==> config.mk <==
export PLATFORM = sky130hd
export DESIGN_NAME = servo_pwm_decoder
export DESIGN_NICKNAME = d
export VERILOG_FILES = /design/src/rtl/servo_pkg.sv /design/src/rtl/sync_edge.sv /design/src/rtl/servo_pwm_decoder.sv
export SDC_FILE = /design/constraint.sdc
export NUM_CORES = 1
export LEC_CHECK = 0
export CAP_MARGIN = 20
export CORE_MARGIN = 5
export CORE_UTILIZATION = 61
export DETAILED_ROUTE_END_ITERATION = 8
export GPL_TIMING_DRIVEN = 1
export PLACE_DENSITY_LB_ADDON = 0.08
export SYNTH_ARGS = -nofsm -noshare
export SYNTH_HDL_FRONTEND = slang
export SYNTH_SLANG_ARGS = --single-unit
==> constraint.sdc <==
create_clock -name clk -period 2.7 [get_ports clk]
set_clock_uncertainty 0.15 [all_clocks]
set_input_delay 0.54 -clock clk [delete_from_list [all_inputs] [get_ports clk]]
set_output_delay 0.54 -clock clk [all_outputs]
set_load 0.1 [all_outputs]
==> src/rtl/servo_pkg.sv <==
// Shared servo timing defaults and decoder state encoding.
package servo_pkg;

  localparam int unsigned DEF_MIN_PULSE_CYC = 50000;
  localparam int unsigned DEF_STEP_CYC      = 196;
  localparam int unsigned DEF_PERIOD_CYC    = 1000000;
  localparam int unsigned DEF_TIMEOUT_CYC   = 2000000;
  localparam int unsigned DEF_CNT_W         = 21;

  typedef enum logic [2:0] {
    IDLE,
    HIGH,
    WAIT_LOW,
    DIVIDE,
    DONE
  } state_t;

endpackage

==> src/rtl/sync_edge.sv <==
// Two-flop synchronizer plus edge register; strobes are valid 3 cycles after the input edge.
module sync_edge (
  input  logic clk,
  input  logic din,
  output logic rise_c,
  output logic fall_c
);

  logic [2:0] sh;

  // Synchronizer chain is deliberately left out of reset so a level already
  // present when reset releases never produces a spurious edge strobe.
  always_ff @(posedge clk) begin
    sh <= {sh[1:0], din};
  end

  assign rise_c = sh[1] & ~sh[2];
  assign fall_c = ~sh[1] & sh[2];

endmodule

==> src/rtl/servo_pwm_decoder.sv <==
// Servo PWM decoder: measures pulse high time and recovers the 8-bit position code.
module servo_pwm_decoder
  import servo_pkg::*;
#(
  parameter int unsigned MIN_PULSE_CYC = DEF_MIN_PULSE_CYC,
  parameter int unsigned STEP_CYC      = DEF_STEP_CYC,
  parameter int unsigned PERIOD_CYC    = DEF_PERIOD_CYC,
  parameter int unsigned TIMEOUT_CYC   = DEF_TIMEOUT_CYC,
  parameter int unsigned CNT_W         = DEF_CNT_W
) (
  input  logic       clk,
  input  logic       rst,
  input  logic       pwm_in,
  output logic [7:0] pos,
  output logic       pos_valid,
  output logic       err_short,
  output logic       err_long,
  output logic       timeout
);

  state_t           state;
  logic [CNT_W-1:0] width;
  logic [CNT_W-1:0] rem;
  logic [CNT_W-1:0] tcnt;
  logic [8:0]       q;
  logic             div_init;
  logic             rise_c;
  logic             fall_c;

  sync_edge u_sync (
    .clk    (clk),
    .din    (pwm_in),
    .rise_c (rise_c),
    .fall_c (fall_c)
  );

  // Free-running no-edge counter; cleared by every rise, saturates at the timeout.
  always_ff @(posedge clk) begin
    if (rst) begin
      tcnt <= '0;
    end else if (rise_c) begin
      tcnt <= '0;
    end else if (tcnt != CNT_W'(TIMEOUT_CYC)) begin
      tcnt <= tcnt + CNT_W'(1);
    end
  end

  // Pulse measurement and serial divide FSM with registered results.
  always_ff @(posedge clk) begin
    if (rst) begin
      state     <= IDLE;
      width     <= '0;
      rem       <= '0;
      q         <= '0;
      div_init  <= 1'b0;
      pos       <= '0;
      pos_valid <= 1'b0;
      err_short <= 1'b0;
      err_long  <= 1'b0;
      timeout   <= 1'b0;
    end else begin
      pos_valid <= 1'b0;
      if (tcnt == CNT_W'(TIMEOUT_CYC)) timeout <= 1'b1;

      case (state)
        IDLE: begin
          if (rise_c) begin
            width <= CNT_W'(1);
            state <= HIGH;
          end
        end

        HIGH: begin
          if (fall_c) begin
            div_init <= 1'b1;
            state    <= DIVIDE;
          end else if (width == CNT_W'(PERIOD_CYC)) begin
            err_long  <= 1'b1;
            err_short <= 1'b0;
            state     <= WAIT_LOW;
          end else begin
            width <= width + CNT_W'(1);
          end
        end

        WAIT_LOW: begin
          if (fall_c) state <= IDLE;
        end

        DIVIDE: begin
          if (div_init) begin
            div_init <= 1'b0;
            if (width < CNT_W'(MIN_PULSE_CYC)) begin
              pos       <= '0;
              err_short <= 1'b1;
              err_long  <= 1'b0;
              pos_valid <= 1'b1;
              timeout   <= 1'b0;
              state     <= DONE;
            end else begin
              // Half-step bias turns the floor division into round-to-nearest.
              rem <= width - CNT_W'(MIN_PULSE_CYC) + CNT_W'(STEP_CYC / 2);
              q   <= '0;
            end
          end else if (q[8] || (rem < CNT_W'(STEP_CYC))) begin
            if (q[8]) begin
              pos      <= 8'hFF;
              err_long <= 1'b1;
            end else begin
              pos      <= q[7:0];
              err_long <= 1'b0;
            end
            err_short <= 1'b0;
            pos_valid <= 1'b1;
            timeout   <= 1'b0;
            state     <= DONE;
          end else begin
            rem <= rem - CNT_W'(STEP_CYC);
            q   <= q + 9'd1;
          end
        end

        DONE: begin
          state <= IDLE;
        end

        default: begin
          state <= IDLE;
        end
      endcase
    end
  end

endmodule

[Word level (Yosys, flattened, before mapping)]
Cells that the tools add are included.
Cells by class
  $add $sub $neg: 6
  multiply operators: 0
  div/mod/pow operators: 0
  $lt $le $gt $ge: 2
  equality and inequality tests: 18
  shift-type cells: 0
  mux-type cells: 45
  bitwise gates (word level): 5
  reduce and logical (&&, ||, !) cells: 13
Operators with widths (number)
  $mux 21: 6
  $add 21x1->21 const B: 2
  $pmux 21 s2: 1
  $mux 8: 4
  $mux 9: 3
  $add 21x7->21 const B: 1
  $eq 21x20->1 const B: 1
  $eq 21x21->1 const B: 1
  $lt 21x16->1 const B: 1
  $lt 21x8->1 const B: 1
  $mux 3: 7
  $ne 21x21->1 const B: 1
  $sub 21x16->21 const B: 1
  $sub 21x8->21 const B: 1
  $mux 1: 20
  $ne 2x2->1 const B: 8
  $pmux 3 s4: 1
  $reduce_and 5->1: 2
  $add 9x1->9 const B: 1
  $ne 3x3->1 const B: 3
  $eq 3x2->1 const B: 2
  $pmux 1 s2: 3
  $reduce_and 3->1: 2
  $reduce_bool 2->1: 3
  other kinds (9): 13
Storage, ports and cells
  flip-flop bits (word level): 91
  latch bits: 0
  RAM bits: 0
  ROM bits: 0
  input port bits: 3
  output and inout bits: 12
  logic and storage cells: 101
  memories: 0

[Logic depth before layout (Yosys ltp)]
  depth in word-level cells: 5
  mapped depth: 8

[By module]
Synthesis repeated with hierarchy kept, for this count alone.
Unflattened totals
  cells, all modules: 585
  area, all modules: 4700.8 µm²
Modules (own cells, without submodules)
  servo_pwm_decoder: instances 1, cells an instance 580, area an instance 4625.7 µm², sequential area each 1721.7 µm²
  sync_edge: instances 1, cells an instance 5, area an instance 75.1 µm², sequential area each 60.1 µm²

[Worst setup path after synthesis]
OpenSTA, ideal clock, no wires.
  path kind: reg-to-reg
  from: register rem[14]
  to: register rem[8]
  setup time: 119 ps
  arrival: 2118 ps
  path slack: 313 ps
  stages on the path, launching flop included: 7
  buffers on the path: 1
  period minus slack after synthesis: 2387 ps
  path through: dfxtp_1 > or4_4 > or4_4 > o21ai_2 > a21oi_1 > buf_2 > o221a_2
Between the ends
  longest elaborated chain between the ends: 4
Ends and longest elaborated chain
  from (decl): RTL line servo_pwm_decoder.sv:23  | logic [CNT_W-1:0] rem;
  from (signal assigned): RTL line servo_pwm_decoder.sv:102  | rem <= width - CNT_W'(MIN_PULSE_CYC) + CNT_W'(STEP_CYC / 2);
  from (signal assigned): RTL line servo_pwm_decoder.sv:118  | rem <= rem - CNT_W'(STEP_CYC);
  $lt 21x8->1: RTL line servo_pwm_decoder.sv:105  | end else if (q[8] || (rem < CNT_W'(STEP_CYC))) begin
  $logic_or 1x1->1: RTL line servo_pwm_decoder.sv:105
  $ne 2x2->1 (no line)
  $reduce_and 3->1 (no line)
Every way passes these cells.
A chain may end at the register's enable or synchronous reset.

[Worst setup path in the final report]
  from: register rem[14]
  to: register rem[17]
Between the ends
  longest elaborated chain between the ends: 4
Ends and longest elaborated chain (RTL line)
  $lt 21x8->1: servo_pwm_decoder.sv:105
  $logic_or 1x1->1: servo_pwm_decoder.sv:105
  $ne 2x2->1 (no line)
  $reduce_and 3->1 (no line)
Several ways; a longest one is shown, not always the timed one. The select of a mux whose other input is x is not followed.

==> flow_metrics.tcl <==
set metrics [dict create \
    ys_warn_count 0 \
    synth_top_cell_area_share_pct 38.15 \
    syn_inst 566 \
    placed_cells 677 \
    area_delta_synth_final_pct 11.25 \
    synth_area_leaders "dfxtp_1, xor2_1, nor2_1" \
    instances_no_fill 696 \
    hpwl_um 7875 \
    cts_made_buffers 9 \
    drt-initial-drc-count 290 \
    synth_common_cells "dfxtp_1, nor2_1, nand2_1" \
    clkSinkCount 89 \
    synth-edff-count 0 \
    yosys.cell_count.top_type "dfxtp_1" \
    synth_seq_area_share_pct 38.15 \
    synth_seq_cells 89 \
    wl_per_cell_um 15.60 \
    grt_pass1_vias 3928 \
    setup-tns-final_ps 0 \
    h-tree-depth 3 \
    grt_use_met1_pct 30.79 \
    dpl_cell_area_mm2 0.004969 \
    ys.flop_type "dfxtp_1" \
    die_area_mm2 0.009507 \
    dieHeight_um 97.51 \
    grt_use_total_pct 23.07 \
    final_area_mm2 0.005196 \
    synth_area_leader_cell "dfxtp_1" \
    hold_slack_ps 194.8 \
    root_buffer "clkbuf_8" \
    detail_route.wirelength_um 10860 \
    required_ps 2810 \
    n_antenna_cell 0 \
    hold_viol_final 0 \
    crit_arrival_ps 2720 \
    syn_area_mm2 0.004671 \
    cts_hold_buf 0 \
    grt.met3_usage_pct 3.302 \
    fin_ws_ps 86.96 \
    setup_viol 0 \
    power.leakage_nw 1.823 \
    end_kind "register" \
    rows 32 \
    ctsLongestPathBuffers 2 \
    port_buffers 14 \
    crit_type "reg -> reg" \
    pre_cts_slack_ps 50.02 \
    use_met2_pct 38.69 \
    grt_max_degree 23 \
    fp.dieW_um 97.51 \
    slew_violations 0 \
    cts_tree "built" \
    clk_latency_ps 360 \
    core_mm2 0.007607 \
    cap_violations 0 \
    postRouteAntennaNets 0 \
    p_total_mw 2.499 \
    fmax_mhz 382.7 \
    busiest_layer "met2" \
    initial_core_util_pct 61.40 \
    period_needed_ps 2613 \
    post-route-drc-count 0 \
    startpoint_type "register" \
    p_per_area_mw_per_mm2 480.9 \
    final_core_util_pct 68.31 \
    overflow 0 \
    post-route-period-util_pct 96.78 \
    worstPathMaxFanout 8 \
    relSlewSlack_pct 52.61 \
    nNetsFinal 599 \
    peakVddDrop_mv 0.3160 \
    io_pins 15 \
    path_clk_slew_ps 100 \
    vias 4184 \
    synth_fp_nets 576 \
    async_flop_share_pct 0 \
    grt_antenna_before_repair 0 \
    tightest_slew_ps 704.9 \
    hold_path.class "reg -> reg" \
    drive_above_1_share_pct 12.63 \
    status "complete, no violations" \
    gp_congestion 0.9356 \
    viasPerCell 6.011 \
    drt_first_pass_iters 5 \
    grt_pass1_wl_um 18600 \
    synth.distinct_cells 67 \
    avgSynthCellArea_um2 8.252 \
]
[final timing paths]
check / from / end / slack [ps] / cells past startpoint
hold reg to reg: u_sync.sh[0] / u_sync.sh[1] / 190 / 0
hold / removal: u_sync.sh[0] / u_sync.sh[1] / 190 / 0
setup reg to reg: rem[14] / rem[17] / 90 / 7
setup / recovery: rem[14] / rem[17] / 90 / 7
[report_power, final]
part / switching (mW) / internal (mW) / total (mW)
logic: 0.150 / 0.0840 / 0.234
clock network: 0.522 / 0.351 / 0.873
registers: 0.0546 / 1.34 / 1.39
[state kept, by name, summed over array words and instances, names as in the netlist]
signal	count
timeout	1
width	21
q	9
tcnt	21
div_init	1
u_sync.sh	3
pos	8
pos_valid	1
state	3
err_short	1
err_long	1
rem	19
[metal layers]
metal / routed length [um] / vias up / part of all wire [%]
met2: 5234 / 112 / 48
li1: - / 2077 / -
met1: 4931 / 1982 / 45
met3: 533 / 13 / 4.9
met5: 0 / - / 0
met4: 155 / 0 / 1.4
[what timing repair did]
item | in CTS | in global routing
endpoints found under the setup margin | 0 | 23
gates resized for setup | 0 | 4
buffers inserted | 0 | 3
endpoints found under the hold margin | 0 | 0
[final cells by class]
class / count / area, um^2
clock buffer: 9 / 123.9
tap: 102 / 127.6
inverter: 15 / 56.30
fill: 635 / 2411
timing repair buffer: 43 / 327.8
clock inverter: 7 / 58.81
multi-input combinational: 431 / 2720
sequential: 89 / 1782
[worst max-delay path, cell delays in order (launching register included)]
cell     delay, ps
dfxtp_1        380
or4_4          570
or4_4          460
o21a_2         280
o21ai_4        210
buf_4          190
a21oi_1         50
a32o_1         220
[cells in the final DEF, fill, tap and decap left out, types with 9 or more instances in the layout]
cell type  Yosys  routed
nand4_1       15      15
a31oi_1        9       9
dfxtp_1       89      89
o211ai_1       9       9
buf_4          1      41
xor2_1        38      38
nor3_1        13      13
nor2_1        84      84
inv_1         15      15
clkbuf_8       0       9
nand3_1       29      29
nand2_1       40      40
a21oi_1       34      33
xnor2_1       21      21
o21ai_0       15      15
[cell families (layout without fill, tap and decap cells)]
| logic type | Yosys count | in the layout | share of synthesized area (%) |
|---|---|---|---|
| simple gates | 239 | 239 | 25.61 |
| compound gates | 125 | 125 | 18.83 |
| flops | 89 | 89 | 38.15 |
| xor+xnor | 59 | 59 | 11.06 |
| buf+inv | 46 | 74 | 4.259 |
| fa+ha+maj | 7 | 7 | 1.875 |
| mux | 1 | 1 | 0.2143 |
Note: power is estimated with default switching activity, not from simulation.
==> RTL edit: new RTL, same settings <==
Encoding of `state_t`: now one-hot (5 bits for 5 states).
--- a/src/rtl/servo_pkg.sv
+++ b/src/rtl/servo_pkg.sv
@@ -7,12 +7,12 @@
   localparam int unsigned DEF_TIMEOUT_CYC   = 2000000;
   localparam int unsigned DEF_CNT_W         = 21;
 
-  typedef enum logic [2:0] {
-    IDLE,
-    HIGH,
-    WAIT_LOW,
-    DIVIDE,
-    DONE
+  typedef enum logic [4:0] {
+    IDLE     = 5'b00001,
+    HIGH     = 5'b00010,
+    WAIT_LOW = 5'b00100,
+    DIVIDE   = 5'b01000,
+    DONE     = 5'b10000
   } state_t;
 
 endpackage
Check against the original RTL: no difference found for any inputs over 10 cycles, from zero or initial values and one cycle with rst high; not proved beyond that.
==> RTL edit against the unedited design <==
Sequential share of layout area is 0.58 points lower; wire length is 8.4% higher; sequential cell count increased by 2; synthesized area rose by 5.7%; final area is 4.0% higher; critical endpoint is now rem[18]; setup slack improved by 0.18 ns.
Power is not compared: it rests on default switching activity, and its combinational part moved more than twofold at a synthesized area within 25%.
==> RTL edit: results <==
group,metric,value,unit
critical_path,endpoint,"rem[18]",
min_path,min_to,"u_sync.sh[1]",
power,peakVddDrop,258,µV
outcome,status,"finished, final reports clean",
cells_and_area,fill_cells,673,
critical_path,worst_path_max_delay_cell,"nor4_1",
cts,post_cts_resized,0,
timing,layout_min_cycle_time,2.43,ns
synthesis,synth_area_leaders,"dfxtp_1 37%, nor2_1 5.8%, xor2_1 5.0%",
critical_path,path_max_fanout,16,
detailed_routing,wl_met3,655,µm
power,p_leak,0.00187,µW
cells_and_area,multi_input_gates,459,
critical_path,path_delay_family,"compound AO/OA/AOI/OAI gates",
cells_and_area,nNetsFinal,629,
detailed_routing,wl,11800,µm
cts,post_cts_buffers,0,
synthesis,syn_avg_cell_area,8.14,µm²
timing,max_slew_margin,0.539,
placed_design,dp_cells,710,
grt,grt_pass1_wl,19900,µm
detailed_routing,via_count,4463,
critical_path,crit_start,"width[17]",
placed_design,dp_hpwl,8470,µm
synthesis,synth_common_cells,"91 x dfxtp_1, 76 x nor2_1, 40 x nand2_1",
cells_and_area,nNonClkBuffers,41,
cells_and_area,clk_share,0.0366,
detailed_routing,wl_met2,5260,µm
grt,globalRouteMet1Util,0.347,
detailed_routing,post_drt_wl_per_cell,16.2,µm
cells_and_area,n_all_inverters,17,
placed_design,dpl_cell_area,0.00521,mm²
synthesis,synth_compound_area_frac,0.204,
cells_and_area,buffer_area_frac,0.0602,
critical_path,r2r_slack,0.27,ns
grt,grt.met3_usage,0.0424,
cells_and_area,drive_above_1_share,0.122,
cells_and_area,nClkBuffers,9,
synthesis,yosysWarnings,0,
synthesis,synth_xor_area_frac,0.0728,
synthesis,synth_seq_area_share,0.369,
grt,met2_usage,0.375,
synthesis,synth_fp_nets,616,
grt,first_global_vias,4132,
synthesis,yosys_register_bits,91,
timing,hold_ws,0.184,ns
grt,grt_max_degree,29,
detailed_routing,first_pass_iters,7,
cts,cts.path.max_buffers,2,
synthesis,synth_cell_type_count,71,
placed_design,dp_slack,0.333,ns
cells_and_area,register_area,0.00182,mm²
cts,cts_max_level,3,
cells_and_area,multi_input_area_share,0.531,
synthesis,synthAdderAreaFrac,0.0177,
placed_design,gp_congestion,0.932,
detailed_routing,drt_iter0_drc,228,
grt,grt_util_all_layers,0.243,
detailed_routing,wl_met1,5670,µm
synthesis,synthMuxAreaShare,0.00811,
-- RTL edit: changes by cell type in the layout (fill, tap and decap cells not counted), sizes merged, moves of 4 or more --
cell,delta
a21oi,+6
a311oi,-4
and2,+4
nor2,-8
nor4,+4
o21ai,+14
or3,+8
xnor2,-8
xor2,-10
-- RTL edit: power groups by stage --
| stage | combinational [µW] | clock, µW | sequential (µW) |
|---|---|---|---|
| finish | 96.0 | 947 | 1360 |
| global route | 106 | 1020 | 1360 |
| CTS | 95.9 | 954 | 1360 |
| detailed placement | 95.7 | 0 | 1390 |
| global placement | 93.0 | 0 | 1390 |
| floorplan | 64.8 | 0 | 1390 |
-- RTL edit: stage by stage --
step | total power, µW | utilization
2_1_floorplan | 1450 | -
3_3_place_gp | 1480 | 0.667
3_5_place_dp | 1490 | 0.667
4_1_cts | 2410 | 0.692
5_1_grt | 2490 | 0.692
6_report | 2400 | 0.692
